**src/rtl/uart_pkg.sv**
```systemverilog
// Shared UART definitions: line levels, default baud divisor and TX state encoding.
// Optional feature macro: UART_TX_PARITY_EN adds an even-parity bit after the data bits.
package uart_pkg;

  // 100 MHz system clock divided down to 115200 baud
  localparam int DEFAULT_CLKS_PER_BIT = 868;

  localparam logic UART_IDLE_LEVEL = 1'b1;
  localparam logic START_LEVEL     = 1'b0;

  typedef enum logic [2:0] {
    IDLE   = 3'd0,
    FETCH  = 3'd1,
    LOAD   = 3'd2,
    START  = 3'd3,
    DATA   = 3'd4,
`ifdef UART_TX_PARITY_EN
    PARITY = 3'd5,
`endif
    STOP   = 3'd6
  } tx_state_e;

  // True for the states that put a timed bit on the line and need the baud counter
  function automatic logic is_bit_state(input tx_state_e s);
    logic r;
    case (s)
      START, DATA, STOP: r = 1'b1;
`ifdef UART_TX_PARITY_EN
      PARITY:            r = 1'b1;
`endif
      default:           r = 1'b0;
    endcase
    return r;
  endfunction

endpackage

```
**src/rtl/uart_baud_gen.sv**
```systemverilog
// Baud-rate tick generator: counts 0..CLKS_PER_BIT-1 while enabled and flags the
// last clock of each bit period. Shared between the UART TX and the future RX block.
module uart_baud_gen
  import uart_pkg::*;
#(
  parameter int CLKS_PER_BIT = DEFAULT_CLKS_PER_BIT
) (
  input  logic clk,
  input  logic rst_n,
  input  logic en,
  input  logic clr,
  output logic bit_end
);

  localparam int CNT_W = (CLKS_PER_BIT > 1) ? $clog2(CLKS_PER_BIT) : 1;
  localparam logic [CNT_W-1:0] CNT_LAST = CNT_W'(CLKS_PER_BIT - 1);

  logic [CNT_W-1:0] count;

  assign bit_end = en && (count == CNT_LAST);

  // Bit-period counter: wraps at the terminal value so it never overflows its width
  always_ff @(posedge clk) begin
    if (!rst_n || clr) begin
      count <= '0;
    end else if (en) begin
      if (bit_end) begin
        count <= '0;
      end else begin
        count <= count + CNT_W'(1);
      end
    end
  end

endmodule

```
**src/rtl/fifo_uart_tx.sv**
```systemverilog
// FIFO-draining UART transmitter: pops one byte at a time from the sync FIFO,
// sends it as 8N1 (LSB first) and pulses pkt_done when a packet's last byte has left.
// Optional feature macro: UART_TX_PARITY_EN inserts an even-parity bit before the stop bit.
module fifo_uart_tx
  import uart_pkg::*;
#(
  parameter int DATA_WIDTH   = 8,
  parameter int CLKS_PER_BIT = DEFAULT_CLKS_PER_BIT
) (
  input  logic                  clk,
  input  logic                  rst_n,
  input  logic                  tx_en,
  input  logic                  fifo_empty,
  output logic                  fifo_rd_en,
  input  logic [DATA_WIDTH-1:0] fifo_dout,
  input  logic                  fifo_dout_last,
  output logic                  tx,
  output logic                  busy,
  output logic                  pkt_done
);

  localparam int IDX_W = (DATA_WIDTH > 1) ? $clog2(DATA_WIDTH) : 1;
  localparam logic [IDX_W-1:0] IDX_LAST = IDX_W'(DATA_WIDTH - 1);

  tx_state_e             state_q, state_d;
  logic [DATA_WIDTH-1:0] shift_q, shift_d;
  logic [IDX_W-1:0]      bit_idx_q, bit_idx_d;
  logic                  last_q, last_d;
  logic                  tx_q, tx_d;
  logic                  baud_en;
  logic                  baud_clr;
  logic                  bit_end;
`ifdef UART_TX_PARITY_EN
  logic                  parity_q, parity_d;
`endif

  // The counter only runs while a bit is on the line and is held at zero otherwise,
  // so every START begins with a full bit period
  assign baud_en  = is_bit_state(state_q);
  assign baud_clr = !baud_en;
  assign tx       = tx_q;

  uart_baud_gen #(
    .CLKS_PER_BIT (CLKS_PER_BIT)
  ) u_baud_gen (
    .clk     (clk),
    .rst_n   (rst_n),
    .en      (baud_en),
    .clr     (baud_clr),
    .bit_end (bit_end)
  );

  // State, shift register and registered line level
  always_ff @(posedge clk) begin
    if (!rst_n) begin
      state_q   <= IDLE;
      shift_q   <= '0;
      bit_idx_q <= '0;
      last_q    <= 1'b0;
      tx_q      <= UART_IDLE_LEVEL;
`ifdef UART_TX_PARITY_EN
      parity_q  <= 1'b0;
`endif
    end else begin
      state_q   <= state_d;
      shift_q   <= shift_d;
      bit_idx_q <= bit_idx_d;
      last_q    <= last_d;
      tx_q      <= tx_d;
`ifdef UART_TX_PARITY_EN
      parity_q  <= parity_d;
`endif
    end
  end

  // Next-state and next line level; tx_d is the level for the state being entered
  always_comb begin
    state_d    = state_q;
    shift_d    = shift_q;
    bit_idx_d  = bit_idx_q;
    last_d     = last_q;
    tx_d       = tx_q;
`ifdef UART_TX_PARITY_EN
    parity_d   = parity_q;
`endif
    fifo_rd_en = 1'b0;
    pkt_done   = 1'b0;
    busy       = (state_q != IDLE);

    case (state_q)
      IDLE: begin
        tx_d = UART_IDLE_LEVEL;
        if (tx_en && !fifo_empty) begin
          state_d = FETCH;
        end
      end

      FETCH: begin
        fifo_rd_en = 1'b1;
        state_d    = LOAD;
      end

      LOAD: begin
        // The FIFO only holds dout_last for this one cycle, so capture everything now
        shift_d   = fifo_dout;
        last_d    = fifo_dout_last;
`ifdef UART_TX_PARITY_EN
        parity_d  = ^fifo_dout;
`endif
        bit_idx_d = '0;
        tx_d      = START_LEVEL;
        state_d   = START;
      end

      START: begin
        if (bit_end) begin
          tx_d      = shift_q[0];
          bit_idx_d = '0;
          state_d   = DATA;
        end
      end

      DATA: begin
        if (bit_end) begin
          shift_d = shift_q >> 1;
          if (bit_idx_q == IDX_LAST) begin
            bit_idx_d = '0;
`ifdef UART_TX_PARITY_EN
            tx_d      = parity_q;
            state_d   = PARITY;
`else
            tx_d      = UART_IDLE_LEVEL;
            state_d   = STOP;
`endif
          end else begin
            bit_idx_d = bit_idx_q + IDX_W'(1);
            tx_d      = shift_q[1];
          end
        end
      end

`ifdef UART_TX_PARITY_EN
      PARITY: begin
        if (bit_end) begin
          tx_d    = UART_IDLE_LEVEL;
          state_d = STOP;
        end
      end
`endif

      STOP: begin
        if (bit_end) begin
          pkt_done = last_q;
          tx_d     = UART_IDLE_LEVEL;
          state_d  = (tx_en && !fifo_empty) ? FETCH : IDLE;
        end
      end

      default: begin
        tx_d    = UART_IDLE_LEVEL;
        state_d = IDLE;
      end
    endcase
  end

endmodule

```
**config.mk**
```make
export PLATFORM = sky130hd
export DESIGN_NAME = fifo_uart_tx
export DESIGN_NICKNAME = d
export VERILOG_FILES = /design/src/rtl/uart_pkg.sv /design/src/rtl/uart_baud_gen.sv /design/src/rtl/fifo_uart_tx.sv
export SDC_FILE = /design/constraint.sdc
export NUM_CORES = 1
export LEC_CHECK = 0
export ABC_CLOCK_PERIOD_IN_PS = 6500
export CAP_MARGIN = 20
export CORE_MARGIN = 1.5
export CORE_UTILIZATION = 48
export CTS_BUF_LIST = sky130_fd_sc_hd__clkbuf_8 sky130_fd_sc_hd__clkbuf_16
export DETAILED_ROUTE_END_ITERATION = 7
export PLACE_DENSITY = 0.66
export SYNTH_ARGS = -nofsm -noshare
export SYNTH_HDL_FRONTEND = slang
export SYNTH_HIERARCHICAL = 1
export SYNTH_SLANG_ARGS = --single-unit
```
**constraint.sdc**
```tcl
create_clock -name clk -period 6.5 [get_ports clk]
set_input_delay 1.3 -clock clk [delete_from_list [all_inputs] [get_ports clk]]
set_output_delay 1.3 -clock clk [all_outputs]
set_load 0.05 [all_outputs]
```
; After elaboration in Yosys (flattened, before gate mapping)
; Cells that the tools add are included.
[classes]
addsub = 2
eq_ne = 12
muxes = 23
bitwise_logic = 1
n_reduce_logical = 15
[op_table]
columns = operator, count
row1 = $mux 3, 8
row2 = $pmux 3 s6, 1
row3 = $pmux 8 s2, 1
row4 = $add 10x1->10 const B, 1
row5 = $eq 10x10->1 const B, 1
row6 = $mux 10, 1
row7 = $ne 2x2->1 const B, 5
row8 = $eq 3x3->1 const B, 3
row9 = $mux 1, 9
row10 = $pmux 3 s3, 1
row11 = $mux 8, 1
row12 = $eq 3x2->1 const B, 2
row13 = $reduce_bool 3->1, 2
row14 = $pmux 1 s5, 1
row15 = $reduce_and 5->1, 1
row16 = $reduce_and 4->1, 1
row17 = $add 3x1->3 const B, 1
row18 = $eq 3x1->1 const B, 1
row19 = $logic_not 1->1, 3
row20 = $logic_not 3->1, 1
row21 = $reduce_and 3->1, 1
row22 = $reduce_or 3->1, 1
row23 = $logic_and 1x1->1, 2
row24 = $reduce_and 2->1, 1
row25 = 3 further kinds, 3
[totals]
regBits = 26
in_bits = 13

; Longest topological paths before layout
; Gate-level depths: netlist (run 1).
[logic_depth]
word_depth = 6
depth_mapped = 12
ltp_nobuf = 7

; Hierarchy
; Netlist (run 1), hierarchy kept.
[modules_own_cells]
columns = module, instances, cells_per_inst, area_per_inst_um2
row1 = fifo_uart_tx, 1, 97, 915.9
row2 = uart_baud_gen, 1, 56, 533.0

; Worst setup path before layout (run 1)
; OpenSTA, ideal clock, no wires.
[synth_timing]
kind = register to output
from = register state_q[2]
to = output pkt_done
t_arrival_ns = 2.445
t_required_ns = 5.200
setup_slack_ns = 2.755
stages_incl_launch_ff = 11
n_path_buf = 4
cell_sequence = dfxtp_1 -> buf_6 -> nand2b_1 -> buf_4 -> o21ai_1 -> buf_4 -> nand4b_1 -> nor3_2 -> buf_4 -> nand2_1 -> nor2_1
[synth_between]
elab_chain_cells = 6
word_cells_on_any_way = 8
cone_classes = eq/ne (3) / mux (3) / reduce/logical (2)
[synth_lines]
columns = element, line_no
row1 = start: declaration, fifo_uart_tx.sv:25  ; tx_state_e state_q, state_d;
row2 = start signal: assignment, fifo_uart_tx.sv:65  ; state_q <= state_d;
row3 = $eq 3x3->1 / $eq 3x2->1 (equally long branches), uart_pkg.sv:26  ; case (s)
row4 = $reduce_or 3->1 *, uart_pkg.sv:26
row5 = $mux 1 *, uart_pkg.sv:26
row6 = via baud_en, fifo_uart_tx.sv:30  ; logic baud_en;
row7 = $logic_and 1x1->1 *, uart_baud_gen.sv:20  ; assign bit_end = en && (count == CNT_LAST);
row8 = via bit_end, fifo_uart_tx.sv:32  ; logic bit_end;
row9 = $mux 1 *, fifo_uart_tx.sv:152  ; if (bit_end) begin
row10 = $mux 1 *, fifo_uart_tx.sv:90  ; case (state_q)
row11 = end: declaration, fifo_uart_tx.sv:19  ; output logic pkt_done
; Mark *: on every way through the listed nets, which the timed path passes. The rest lies on a longest branch.

; Final worst setup path (run 1)
[layout_timing]
from = register state_q[1]
to = output pkt_done
; The elaborated chain is that of the path after synthesis.

==> run metrics, run 1 <==
antenna violations before repair 0; die area 3357 um2; design area 1653 um2; final count of hold timing violations 0; max-cap check violation count 0; maximum clock frequency 196.5 MHz; Syn Inst Count 153; CP bufs+invs 2; number of I/O port buffers 16; number of buffers between clock root and the deepest sink 2; syn_area_per_cell 9.470 um2; Power Internal 0.2762 mW; Crit path required time 5.20 ns; Final Routed Wirelength 2920 um; unrepaired setup endpoints after global routing false; class of the tightest hold or removal check flop to flop; worst slew margin relative to its limit 0.4919; endpoint arrival time on the critical path 3.79 ns; Reg power frac 0.484; pin count of the biggest net entering global routing 22; HPWL after detailed placement 2060 um; Unique masters post-synth 49; CP max-delay cell sky130_fd_sc_hd__clkdlybuf4s50_1; GPL Wtd Cong 0.7662; post-cts hold buffer count 0; library cell used as clock root buffer sky130_fd_sc_hd__clkbuf_8; fraction of layout instances using a drive strength above 1 0.1104; number of endpoints failing setup at the final stage 0; post-detailed-placement cell area 1582 um2; post-CTS setup repair buffer count 0; number of register bits inferred by synthesis 26; Power Density 221.6 nW/um2; ys async rst share 0; static leakage 0.5329 nW; crit share post-route 0.7828; part of the power in combinational logic 0.148; Fin Clk Skew 0.001717 ns; Initial DRT Pass Iterations 6; post-detailed-route count of antenna-violating nets 0; kind of end point of the critical path output pin; core area 2805 um2; worst stage delay on the critical path 0.81 ns; remaining global-route overflow 0; remaining design rule violation count 0; Peak VDD IR 0.1243 mV; type of the worst setup path flop to output pin; leading cell types by total area after synthesis sky130_fd_sc_hd__dfxtp_1, sky130_fd_sc_hd__o221a_1, sky130_fd_sc_hd__o32a_1, sky130_fd_sc_hd__ha_1, sky130_fd_sc_hd__nand2_1; Psw 0.09000 mW; H-tree depth reported by CTS 1; number of enable flip-flop cells after synthesis 0; portion of synthesized cell area occupied by the leading cell type 0.3592; Main synth FF type sky130_fd_sc_hd__dfxtp_1; via count normalized by instance count 6.309; sequence of cells on the critical path nand2b_1 -> o21ai_1 -> nand4b_1 -> nor3_2 -> buf_4 -> nand2_1 -> nor2_1 -> clkdlybuf4s50_1; sequential share of the synthesized area 0.3592; clock network fraction of total power 0.368; Die W 57.94 um; global-route wire length before repair 5202 um; Net Count, Synth 169; CP max FO 16; via count of the first global-routing pass 1157; CP delay by family, top simple AND/OR/NAND/NOR gates; # rows 19; number of I/O pins 17; total of warnings raised by yosys 6; outcome finished clean; routed len/inst 15.05 um; Syn Std Cell Area 1449 um2; global-route total usage across every layer 0.1951; number of clock sinks seen by CTS 26; startpoint class of the critical path flop; CTS tree built; TritonCTS buffer count 3; final slew viol count 0; Syn-to-layout area delta 14.08%; antenna cells 0; post-layout min period 5.088 ns; NumNets Final 180; number of instances resized during post-cts repair 0; Clk pin slew, worst setup/hold paths 0.09 ns; transition time of the tightest slew-check pin 0.7571 ns; clock latency of the later-clocked register in the worst-skew pair 0.28 ns; height of the die 57.94 um; number of DRC markers after the initial detailed-route iteration 82; cell type with the highest aggregate area in the netlist sky130_fd_sc_hd__dfxtp_1; Sum Neg Setup Slack 0 ns; initial cell density of the core 0.5165; vias after detailed routing 1224; net switching fraction of the power 0.2457
## cells in the mapped netlist, types with 2 or more instances
cell type and instances:
sky130_fd_sc_hd__a21boi_1 3, sky130_fd_sc_hd__a21oi_1 5, sky130_fd_sc_hd__a31o_1 2, sky130_fd_sc_hd__buf_2 5, sky130_fd_sc_hd__buf_4 3, sky130_fd_sc_hd__buf_6 2
sky130_fd_sc_hd__dfxtp_1 26, sky130_fd_sc_hd__ha_1 3, sky130_fd_sc_hd__inv_1 3, sky130_fd_sc_hd__inv_2 2, sky130_fd_sc_hd__nand2_1 10, sky130_fd_sc_hd__nand2b_1 5
sky130_fd_sc_hd__nand3_1 6, sky130_fd_sc_hd__nand4_1 4, sky130_fd_sc_hd__nand4b_1 2, sky130_fd_sc_hd__nor2_1 8, sky130_fd_sc_hd__nor2b_1 5, sky130_fd_sc_hd__nor4_1 3
sky130_fd_sc_hd__o211a_1 2, sky130_fd_sc_hd__o21ai_0 2, sky130_fd_sc_hd__o21ai_1 4, sky130_fd_sc_hd__o221a_1 6, sky130_fd_sc_hd__o221ai_1 2, sky130_fd_sc_hd__o31ai_1 3
sky130_fd_sc_hd__o32a_1 6, sky130_fd_sc_hd__or3_1 4, sky130_fd_sc_hd__or3_4 2, sky130_fd_sc_hd__or4_1 2, sky130_fd_sc_hd__xor2_1 3
## layout make-up
| type | count | area (um2) |
|---|---|---|
| sequential | 26 | 520.5 |
| timing repair buffer | 17 | 167.7 |
| inverter | 5 | 18.77 |
| clock buffer | 3 | 41.29 |
| fill | 246 | 1152 |
| multi-input combinational | 111 | 835.8 |
| clock inverter | 1 | 30.03 |
| tap | 31 | 38.79 |
## worst paths after layout
path	start	to	cells past startpoint	slack [ns]
min reg2reg	shift_q[7]$_SDFFE_PN0P_	shift_q[7]$_SDFFE_PN0P_	2	0.48
max reg2reg	state_q[1]$_SDFFE_PN0P_	shift_q[1]$_SDFFE_PN0P_	8	3.30
min	shift_q[7]$_SDFFE_PN0P_	shift_q[7]$_SDFFE_PN0P_	2	0.48
max	state_q[1]$_SDFFE_PN0P_	pkt_done	8	1.41
## routing by layer
metal / up-vias / routed length, um / GRT usage
met5: - / 0 / 0
met2: 16 / 1313 / 0.3133
met4: 0 / 52 / 0.07973
li1: 615 / - / -
met1: 588 / 1460 / 0.2671
met3: 5 / 94 / 0.02232
## placed cells by master, fill, tap and decap left out, types with 4 or more instances in the layout
cell type,n
sky130_fd_sc_hd__dfxtp_1,26
sky130_fd_sc_hd__clkdlybuf4s50_1,16
sky130_fd_sc_hd__nand2_1,10
sky130_fd_sc_hd__nor2_1,8
sky130_fd_sc_hd__o32a_1,6
sky130_fd_sc_hd__o221a_1,6
sky130_fd_sc_hd__nand3_1,6
sky130_fd_sc_hd__nand2b_1,5
sky130_fd_sc_hd__nor2b_1,5
sky130_fd_sc_hd__a21oi_1,5
sky130_fd_sc_hd__o21ai_1,4
sky130_fd_sc_hd__nand4_1,4
sky130_fd_sc_hd__or3_1,4
## worst min-delay path, cell delays in order, from the launching register on
cell and delay (ns):
sky130_fd_sc_hd__dfxtp_1 0.31, sky130_fd_sc_hd__o221ai_1 0.06, sky130_fd_sc_hd__a21boi_1 0.06
## kinds of logic (layout without fill, tap and decap cells)
family,Yosys count,in the layout,share of synthesized area
compound gates,45,45,0.2703
xor+xnor,3,3,0.01814
fa+ha+maj,3,3,0.02591
buf+inv,16,26,0.06390
flops,26,26,0.3592
mux,1,1,0.006909
simple gates,59,59,0.2556
## power groups by stage
stage / sequential, mW / clock (mW) / combinational [mW]
after floorplan: 0.177 / 0 / 0.0419
after global placement: 0.180 / 0 / 0.0541
after detailed placement: 0.181 / 0 / 0.0543
after CTS: 0.177 / 0.137 / 0.0545
after global routing: 0.179 / 0.144 / 0.0591
final: 0.177 / 0.135 / 0.0543
## state kept, by name, indices dropped and copies added (netlist names)
name / count
bit_idx_q: 3
last_q: 1
shift_q: 8
state_q: 3
tx: 1
u_baud_gen/count: 10
## through the flow
stage / std cells / utilization / hold WS, ns / power (mW) / setup slack [ns]
global route: 194 / 0.5892 / 0.5007 / 0.3823 / 1.069
detailed placement: 190 / 0.5638 / 0.4674 / 0.2352 / 1.730
CTS: 194 / 0.5892 / 0.4801 / 0.3691 / 1.414
global placement: 190 / 0.5638 / 0.4579 / 0.2345 / 1.862
floorplan: 153 / - / 0.4475 / 0.2186 / 2.755
finish: 194 / 0.5892 / 0.4789 / 0.3662 / 1.412
Power figures use the tool's default switching activity.
==> inputs of run 2 (changes only) <==
--- a/config.mk
+++ b/config.mk
@@ -5,7 +5,7 @@
 export SDC_FILE = /design/constraint.sdc
 export NUM_CORES = 1
 export LEC_CHECK = 0
-export ABC_CLOCK_PERIOD_IN_PS = 6500
+export ABC_CLOCK_PERIOD_IN_PS = 4800
 export CAP_MARGIN = 20
 export CORE_MARGIN = 1.5
 export CORE_UTILIZATION = 48
==> constraint.sdc (replaced) <==
create_clock -name clk -period 4.8 [get_ports clk]
set_input_delay 0.96 -clock clk [delete_from_list [all_inputs] [get_ports clk]]
set_output_delay 0.96 -clock clk [all_outputs]
set_load 0.05 [all_outputs]
==> run metrics, run 2 (synthesized netlist as in run 1, its figures left out) <==
outcome finished with violations (was finished clean); violations in the final reports design-rule violations; Power, Total 0.4557 mW (was 0.3662 mW); routed len/inst 15.17 um (was 15.05 um); number of clock sinks seen by CTS 26 (unchanged); initial cell density of the core 0.5165 (unchanged); part of the power in combinational logic 0.162 (was 0.148); CP max FO 16 (unchanged); number of instances resized during post-cts repair 0 (unchanged); fraction of layout instances using a drive strength above 1 0.1220 (was 0.1104); HPWL after detailed placement 2107 um (was 2060 um); remaining global-route overflow 0 (unchanged); count of cell instances traversed by the critical path 9 (was 8); post-layout min period 3.708 ns; area taken by flip-flops and latches 520.5 um2 (unchanged); net switching fraction of the power 0.2623 (was 0.2457); CTS tree built (unchanged); multi-input logic area 835.8 um2 (unchanged); post-CTS setup repair buffer count 0 (unchanged); class of the tightest hold or removal check flop to flop (unchanged); type of the worst setup path flop to output pin (unchanged); worst slew margin relative to its limit 0.5190 (was 0.4919); Syn-to-layout area delta 13.30% (was 14.08%); post-detailed-route count of antenna-violating nets 0 (unchanged); Sum Neg Setup Slack 0 ns (unchanged); Fin Clk Skew 0.004231 ns (was 0.001717 ns); final count of hold timing violations 0 (unchanged); library cell used as clock root buffer sky130_fd_sc_hd__clkbuf_8 (unchanged); global-route total usage across every layer 0.1961 (was 0.1951); number of buffers between clock root and the deepest sink 2 (unchanged); clock network fraction of total power 0.311 (was 0.368); antenna violations before repair 0 (unchanged); pin count of the biggest net entering global routing 22 (unchanged); number of DRC markers after the initial detailed-route iteration 46 (was 82); sequence of cells on the critical path nand2b_1 -> o21ai_1 -> buf_4 -> nand4b_1 -> nor3_2 -> buf_4 -> nand2_1 -> nor2_1 -> buf_4 (was nand2b_1 -> o21ai_1 -> nand4b_1 -> nor3_2 -> buf_4 -> nand2_1 -> nor2_1 -> clkdlybuf4s50_1); Post-Layout Cell Count 195 (was 194); most common cell after layout, fill and taps aside sky130_fd_sc_hd__dfxtp_1 (unchanged); Worst Reg2Reg Path Length in Cells 9 (was 8); number of endpoints failing setup at the final stage 0 (unchanged); capture point of the critical path pkt_done (unchanged); Peak VDD IR 0.1916 mV (was 0.1243 mV); Most flops, register u_baud_gen/count (unchanged); GPL Wtd Cong 0.7711 (was 0.7662); Power Density 277.6 nW/um2 (was 221.6 nW/um2); Final Routed Wirelength 2958 um (was 2920 um); TritonCTS buffer count 3 (unchanged); unrepaired setup endpoints after global routing false (unchanged); CP delay by family, top simple AND/OR/NAND/NOR gates (unchanged); maximum clock frequency 269.7 MHz; Die W 57.94 um (unchanged); most frequent cell on the critical path sky130_fd_sc_hd__buf_4; Reg power frac 0.527 (was 0.484); worst stage delay on the critical path 0.63 ns (was 0.81 ns); reg-to-reg slack, setup 2.03 ns (was 3.30 ns); kind of end point of the critical path output pin (unchanged); post-placement cell count 191 (was 190); number of fillers in the final layout 257 (was 246); remaining design rule violation count 1 (was 0); terminus of the critical flop-to-flop path shift_q[1]$_SDFFE_PN0P_ (unchanged); design area 1642 um2 (was 1653 um2); flip-flop count of the largest register after layout 10 (unchanged); static leakage 0.5334 nW (was 0.5329 nW); crit share post-route 0.7725; height of the die 57.94 um (unchanged); Psw 0.1195 mW (was 0.09000 mW); vias after detailed routing 1218 (was 1224); core area 2805 um2 (unchanged); worst setup path startpoint state_q[1]$_SDFFE_PN0P_ (unchanged); CP bufs+invs 3 (was 2); CP max-delay cell sky130_fd_sc_hd__dfxtp_1 (was sky130_fd_sc_hd__clkdlybuf4s50_1); Initial DRT Pass Iterations 8 (was 6); post-detailed-placement cell area 1587 um2 (was 1582 um2); clock latency of the later-clocked register in the worst-skew pair 0.27 ns (was 0.28 ns); Power Internal 0.3362 mW (was 0.2762 mW); worst-case hold slack 0.4779 ns (was 0.4789 ns); final slew viol count 0 (unchanged); die area 3357 um2 (unchanged); global-route wire length before repair 5133 um (was 5202 um); Clk pin slew, worst setup/hold paths 0.09 ns (about the same); # rows 19 (unchanged); startpoint class of the critical path flop (unchanged); antenna cells 0 (unchanged); transition time of the tightest slew-check pin 0.7192 ns (was 0.7571 ns); via count normalized by instance count 6.246 (was 6.309); NumNets Final 181 (was 180); endpoint arrival time on the critical path 2.75 ns (was 3.79 ns); Largest regs u_baud_gen/count (10), shift_q (8) (unchanged); max-cap check violation count 0 (unchanged); number of I/O port buffers 16 (unchanged); R2R Path Start state_q[1]$_SDFFE_PN0P_ (unchanged); Crit path required time 3.84 ns (was 5.20 ns); number of I/O pins 17 (unchanged); most frequent cells in the layout sky130_fd_sc_hd__dfxtp_1, sky130_fd_sc_hd__clkdlybuf4s50_1, sky130_fd_sc_hd__nand2_1 (unchanged); via count of the first global-routing pass 1170 (was 1157); H-tree depth reported by CTS 1 (unchanged); post-cts hold buffer count 0 (unchanged)
## run 2: changes by cell type in the layout (fill, tap and decap cells not counted)
| cell | before | now |
|---|---|---|
| sky130_fd_sc_hd__buf_4 | 1 | 3 |
| sky130_fd_sc_hd__bufinv_16 | 1 | 0 |
| sky130_fd_sc_hd__clkbuf_8 | 3 | 4 |
| sky130_fd_sc_hd__clkdlybuf4s50_1 | 16 | 15 |
## run 2: how the worst min path moves through the flow
stage	to	cells after the start	slack [ns]	from
after floorplan	shift_q[7]$_SDFFE_PN0P_	2	0.45	shift_q[7]$_SDFFE_PN0P_
after CTS	shift_q[7]$_SDFFE_PN0P_	2	0.48	shift_q[7]$_SDFFE_PN0P_
final	shift_q[7]$_SDFFE_PN0P_	2	0.48	shift_q[7]$_SDFFE_PN0P_
after global routing	bit_idx_q[0]$_SDFFE_PN0P_	2	0.51	bit_idx_q[0]$_SDFFE_PN0P_
after global placement	shift_q[7]$_SDFFE_PN0P_	2	0.46	shift_q[7]$_SDFFE_PN0P_
after detailed placement	shift_q[7]$_SDFFE_PN0P_	2	0.47	shift_q[7]$_SDFFE_PN0P_
## run 2: stage by stage
| stage | util | setup WS [ns] |
|---|---|---|
| 2_1_floorplan | - | 1.395 |
| 3_3_place_gp | 0.5656 | 1.516 |
| 3_5_place_dp | 0.5656 | 1.411 |
| 4_1_cts | 0.5852 | 1.086 |
| 5_1_grt | 0.5852 | 0.7868 |
| 6_report | 0.5852 | 1.092 |
## run 2: tightest hold or removal path, stage by stage, from the launching register on
cell	delay, ns
sky130_fd_sc_hd__dfxtp_1	0.32
sky130_fd_sc_hd__o221ai_1	0.06
sky130_fd_sc_hd__a21boi_1	0.06
## run 2: metal layers
metal	vias to the layer above	global-route usage	wire length, um
met5	-	0	0
met4	0	0.05980	33
met3	4	0.05580	107
met2	15	0.3149	1352
met1	586	0.2559	1465
li1	613	-	-
## run 2: power groups by stage
stage	logic, mW	clock network [mW]	registers (mW)
after floorplan	0.0568	0	0.239
after global placement	0.0736	0	0.245
after detailed placement	0.0741	0	0.245
after CTS	0.0742	0.147	0.240
after global routing	0.0798	0.155	0.242
final	0.0736	0.142	0.240
## run 2: cell type report
class,count,share of cell area
tap,31,0.02363
sequential,26,0.3171
clock buffer,4,0.03354
multi-input combinational,111,0.5091
timing repair buffer,18,0.1052
inverter,5,0.01143
==> inputs of run 3 (changes only) <==
--- a/config.mk
+++ b/config.mk
@@ -5,13 +5,13 @@
 export SDC_FILE = /design/constraint.sdc
 export NUM_CORES = 1
 export LEC_CHECK = 0
-export ABC_CLOCK_PERIOD_IN_PS = 4800
+export ABC_CLOCK_PERIOD_IN_PS = 3400
 export CAP_MARGIN = 20
 export CORE_MARGIN = 1.5
 export CORE_UTILIZATION = 48
 export CTS_BUF_LIST = sky130_fd_sc_hd__clkbuf_8 sky130_fd_sc_hd__clkbuf_16
 export DETAILED_ROUTE_END_ITERATION = 7
-export PLACE_DENSITY = 0.66
+export PLACE_DENSITY = 0.69
 export SYNTH_ARGS = -nofsm -noshare
 export SYNTH_HDL_FRONTEND = slang
 export SYNTH_HIERARCHICAL = 1
==> constraint.sdc (replaced) <==
create_clock -name clk -period 3.4 [get_ports clk]
set_input_delay 0.68 -clock clk [delete_from_list [all_inputs] [get_ports clk]]
set_output_delay 0.68 -clock clk [all_outputs]
set_load 0.05 [all_outputs]
==> run metrics, run 3 (synthesized netlist as in run 1, its figures left out) <==
post-detailed-route count of antenna-violating nets 0 (unchanged); number of endpoints failing setup at the final stage 0 (unchanged); remaining design rule violation count 0 (was 1); die area 3357 um2 (unchanged); worst setup path startpoint state_q[1]$_SDFFE_PN0P_ (unchanged); post-placement cell count 194 (was 191); remaining global-route overflow 0 (unchanged); crit share post-route 0.8798; final count of hold timing violations 0 (unchanged); Most flops, register u_baud_gen/count (unchanged); post-layout min period 2.991 ns; Worst Reg2Reg Path Length in Cells 9 (unchanged); number of I/O port buffers 16 (unchanged); antenna cells 0 (unchanged); kind of end point of the critical path output pin (unchanged); static leakage 0.5432 nW (was 0.5334 nW); Peak VDD IR 0.2347 mV (was 0.1916 mV); antenna violations before repair 0 (unchanged); global-route wire length before repair 5216 um (was 5133 um); worst stage delay on the critical path 0.63 ns (about the same); CP max FO 16 (unchanged); number of clock sinks seen by CTS 26 (unchanged); transition time of the tightest slew-check pin 0.4969 ns (was 0.7192 ns); worst slew margin relative to its limit 0.6677 (was 0.5190); outcome finished clean (was finished with violations); height of the die 57.94 um (unchanged); Clk pin slew, worst setup/hold paths 0.08 ns (was 0.09 ns); initial cell density of the core 0.5165 (unchanged); pin count of the biggest net entering global routing 22 (unchanged); GPL Wtd Cong 0.8425 (was 0.7711); number of instances resized during post-cts repair 0 (unchanged); type of the worst setup path flop to output pin (unchanged); startpoint class of the critical path flop (unchanged); post-CTS setup repair buffer count 0 (unchanged); Die W 57.94 um (unchanged); via count normalized by instance count 6.264 (was 6.246); # rows 19 (unchanged); maximum clock frequency 334.3 MHz; number of buffers between clock root and the deepest sink 2 (unchanged); post-detailed-placement cell area 1622 um2 (was 1587 um2); class of the tightest hold or removal check flop to flop (unchanged); multi-input logic area 835.8 um2 (unchanged); design area 1663 um2 (was 1642 um2); count of cell instances traversed by the critical path 8 (was 9); terminus of the critical flop-to-flop path shift_q[2]$_SDFFE_PN0P_ (was shift_q[1]$_SDFFE_PN0P_); routed len/inst 15.24 um (was 15.17 um); number of fillers in the final layout 268 (was 257); endpoint arrival time on the critical path 2.31 ns (was 2.75 ns); TritonCTS buffer count 3 (unchanged); Largest regs u_baud_gen/count (10), shift_q (8) (unchanged); capture point of the critical path pkt_done (unchanged); sequence of cells on the critical path nand2b_1 -> buf_4 -> o21ai_1 -> nand4b_1 -> nor3_2 -> nand2_1 -> nor2_1 -> buf_12 (was nand2b_1 -> o21ai_1 -> buf_4 -> nand4b_1 -> nor3_2 -> buf_4 -> nand2_1 -> nor2_1 -> buf_4); NumNets Final 184 (was 181); via count of the first global-routing pass 1178 (was 1170); Fin Clk Skew 0.001617 ns (was 0.004231 ns); R2R Path Start state_q[1]$_SDFFE_PN0P_ (unchanged); most common cell after layout, fill and taps aside sky130_fd_sc_hd__dfxtp_1 (unchanged); CTS tree built (unchanged); core area 2805 um2 (unchanged); Final Routed Wirelength 3003 um (was 2958 um); Power Density 371.6 nW/um2 (was 277.6 nW/um2); flip-flop count of the largest register after layout 10 (unchanged); Syn-to-layout area delta 14.77% (was 13.30%); global-route total usage across every layer 0.1980 (was 0.1961); Post-Layout Cell Count 197 (was 195); unrepaired setup endpoints after global routing false (unchanged); post-cts hold buffer count 0 (unchanged); CP max-delay cell sky130_fd_sc_hd__dfxtp_1 (unchanged); most frequent cells in the layout sky130_fd_sc_hd__dfxtp_1, sky130_fd_sc_hd__clkdlybuf4s50_1, sky130_fd_sc_hd__nand2_1 (unchanged); Sum Neg Setup Slack 0 ns (unchanged); reg-to-reg slack, setup 0.90 ns (was 2.03 ns); H-tree depth reported by CTS 1 (unchanged); Initial DRT Pass Iterations 6 (was 8); max-cap check violation count 0 (unchanged); fraction of layout instances using a drive strength above 1 0.1325 (was 0.1220); HPWL after detailed placement 2169 um (was 2107 um); number of I/O pins 17 (unchanged); Crit path required time 2.72 ns (was 3.84 ns); vias after detailed routing 1234 (was 1218); final slew viol count 0 (unchanged); final standard cell utilization of the core 0.5928 (was 0.5852); clock latency of the later-clocked register in the worst-skew pair 0.26 ns (was 0.27 ns); CP delay by family, top simple AND/OR/NAND/NOR gates (unchanged); library cell used as clock root buffer sky130_fd_sc_hd__clkbuf_8 (unchanged); area taken by flip-flops and latches 520.5 um2 (unchanged); CP bufs+invs 2 (was 3); number of DRC markers after the initial detailed-route iteration 53 (was 46)
-- run 3: cell types whose count changed in the layout (fill, tap and decap cells not counted), sizes merged --
cell	before	now
clkbuf	4	3
buf	3	6
-- run 3: layout make-up --
type	instances	share of cell area
Clock buffer	3	0.02483
Timing Repair Buffer	21	0.1249
Sequential cell	26	0.3130
Tap cell	31	0.02333
Multi-Input combinational cell	111	0.5026
Inverter	5	0.01129
-- run 3: worst min path at each step --
| stage | startpoint | end | cells after the start |
|---|---|---|---|
| floorplan | shift_q[7]$_SDFFE_PN0P_ | shift_q[7]$_SDFFE_PN0P_ | 2 |
| global placement | shift_q[7]$_SDFFE_PN0P_ | shift_q[7]$_SDFFE_PN0P_ | 2 |
| detailed placement | shift_q[7]$_SDFFE_PN0P_ | shift_q[7]$_SDFFE_PN0P_ | 2 |
| CTS | shift_q[7]$_SDFFE_PN0P_ | shift_q[7]$_SDFFE_PN0P_ | 2 |
| global route | shift_q[7]$_SDFFE_PN0P_ | shift_q[7]$_SDFFE_PN0P_ | 2 |
| finish | shift_q[7]$_SDFFE_PN0P_ | shift_q[7]$_SDFFE_PN0P_ | 2 |
-- run 3: power breakdown --
part / switching, mW / internal (mW)
sequential: 0.0172 / 0.319
combinational: 0.0564 / 0.0562
clock: 0.0899 / 0.0793
-- run 3: metal layers --
metal | GRT usage | wire (um) | vias to the layer above
met5 | 0 | 0 | -
met4 | 0.05980 | 18 | 0
met3 | 0.04688 | 116 | 2
met2 | 0.3149 | 1364 | 18
met1 | 0.2670 | 1503 | 597
li1 | - | - | 617
-- run 3: worst reg2reg max path, cell delays in order (launching register included) --
cell and delay, ns:
sky130_fd_sc_hd__dfxtp_1 0.63, sky130_fd_sc_hd__nand2b_1 0.10, sky130_fd_sc_hd__buf_4 0.19, sky130_fd_sc_hd__o21ai_1 0.18, sky130_fd_sc_hd__nand4b_1 0.21, sky130_fd_sc_hd__nor3_2 0.20, sky130_fd_sc_hd__buf_4 0.23, sky130_fd_sc_hd__nand2b_4 0.13
sky130_fd_sc_hd__o32a_1 0.31, sky130_fd_sc_hd__o221a_1 0.22
-- run 3: metrics by stage --
| stage | hold WS (ns) | worst slack [ns] | total power [mW] |
|---|---|---|---|
| after detailed placement | 0.4688 | 0.6957 | 0.4551 |
| after CTS | 0.4796 | 0.3832 | 0.6273 |
| after global placement | 0.4618 | 0.7689 | 0.4530 |
| final | 0.4793 | 0.4088 | 0.6179 |
| after global routing | 0.5024 | 0.1749 | 0.6471 |
| after floorplan | 0.4475 | 0.2746 | 0.4179 |
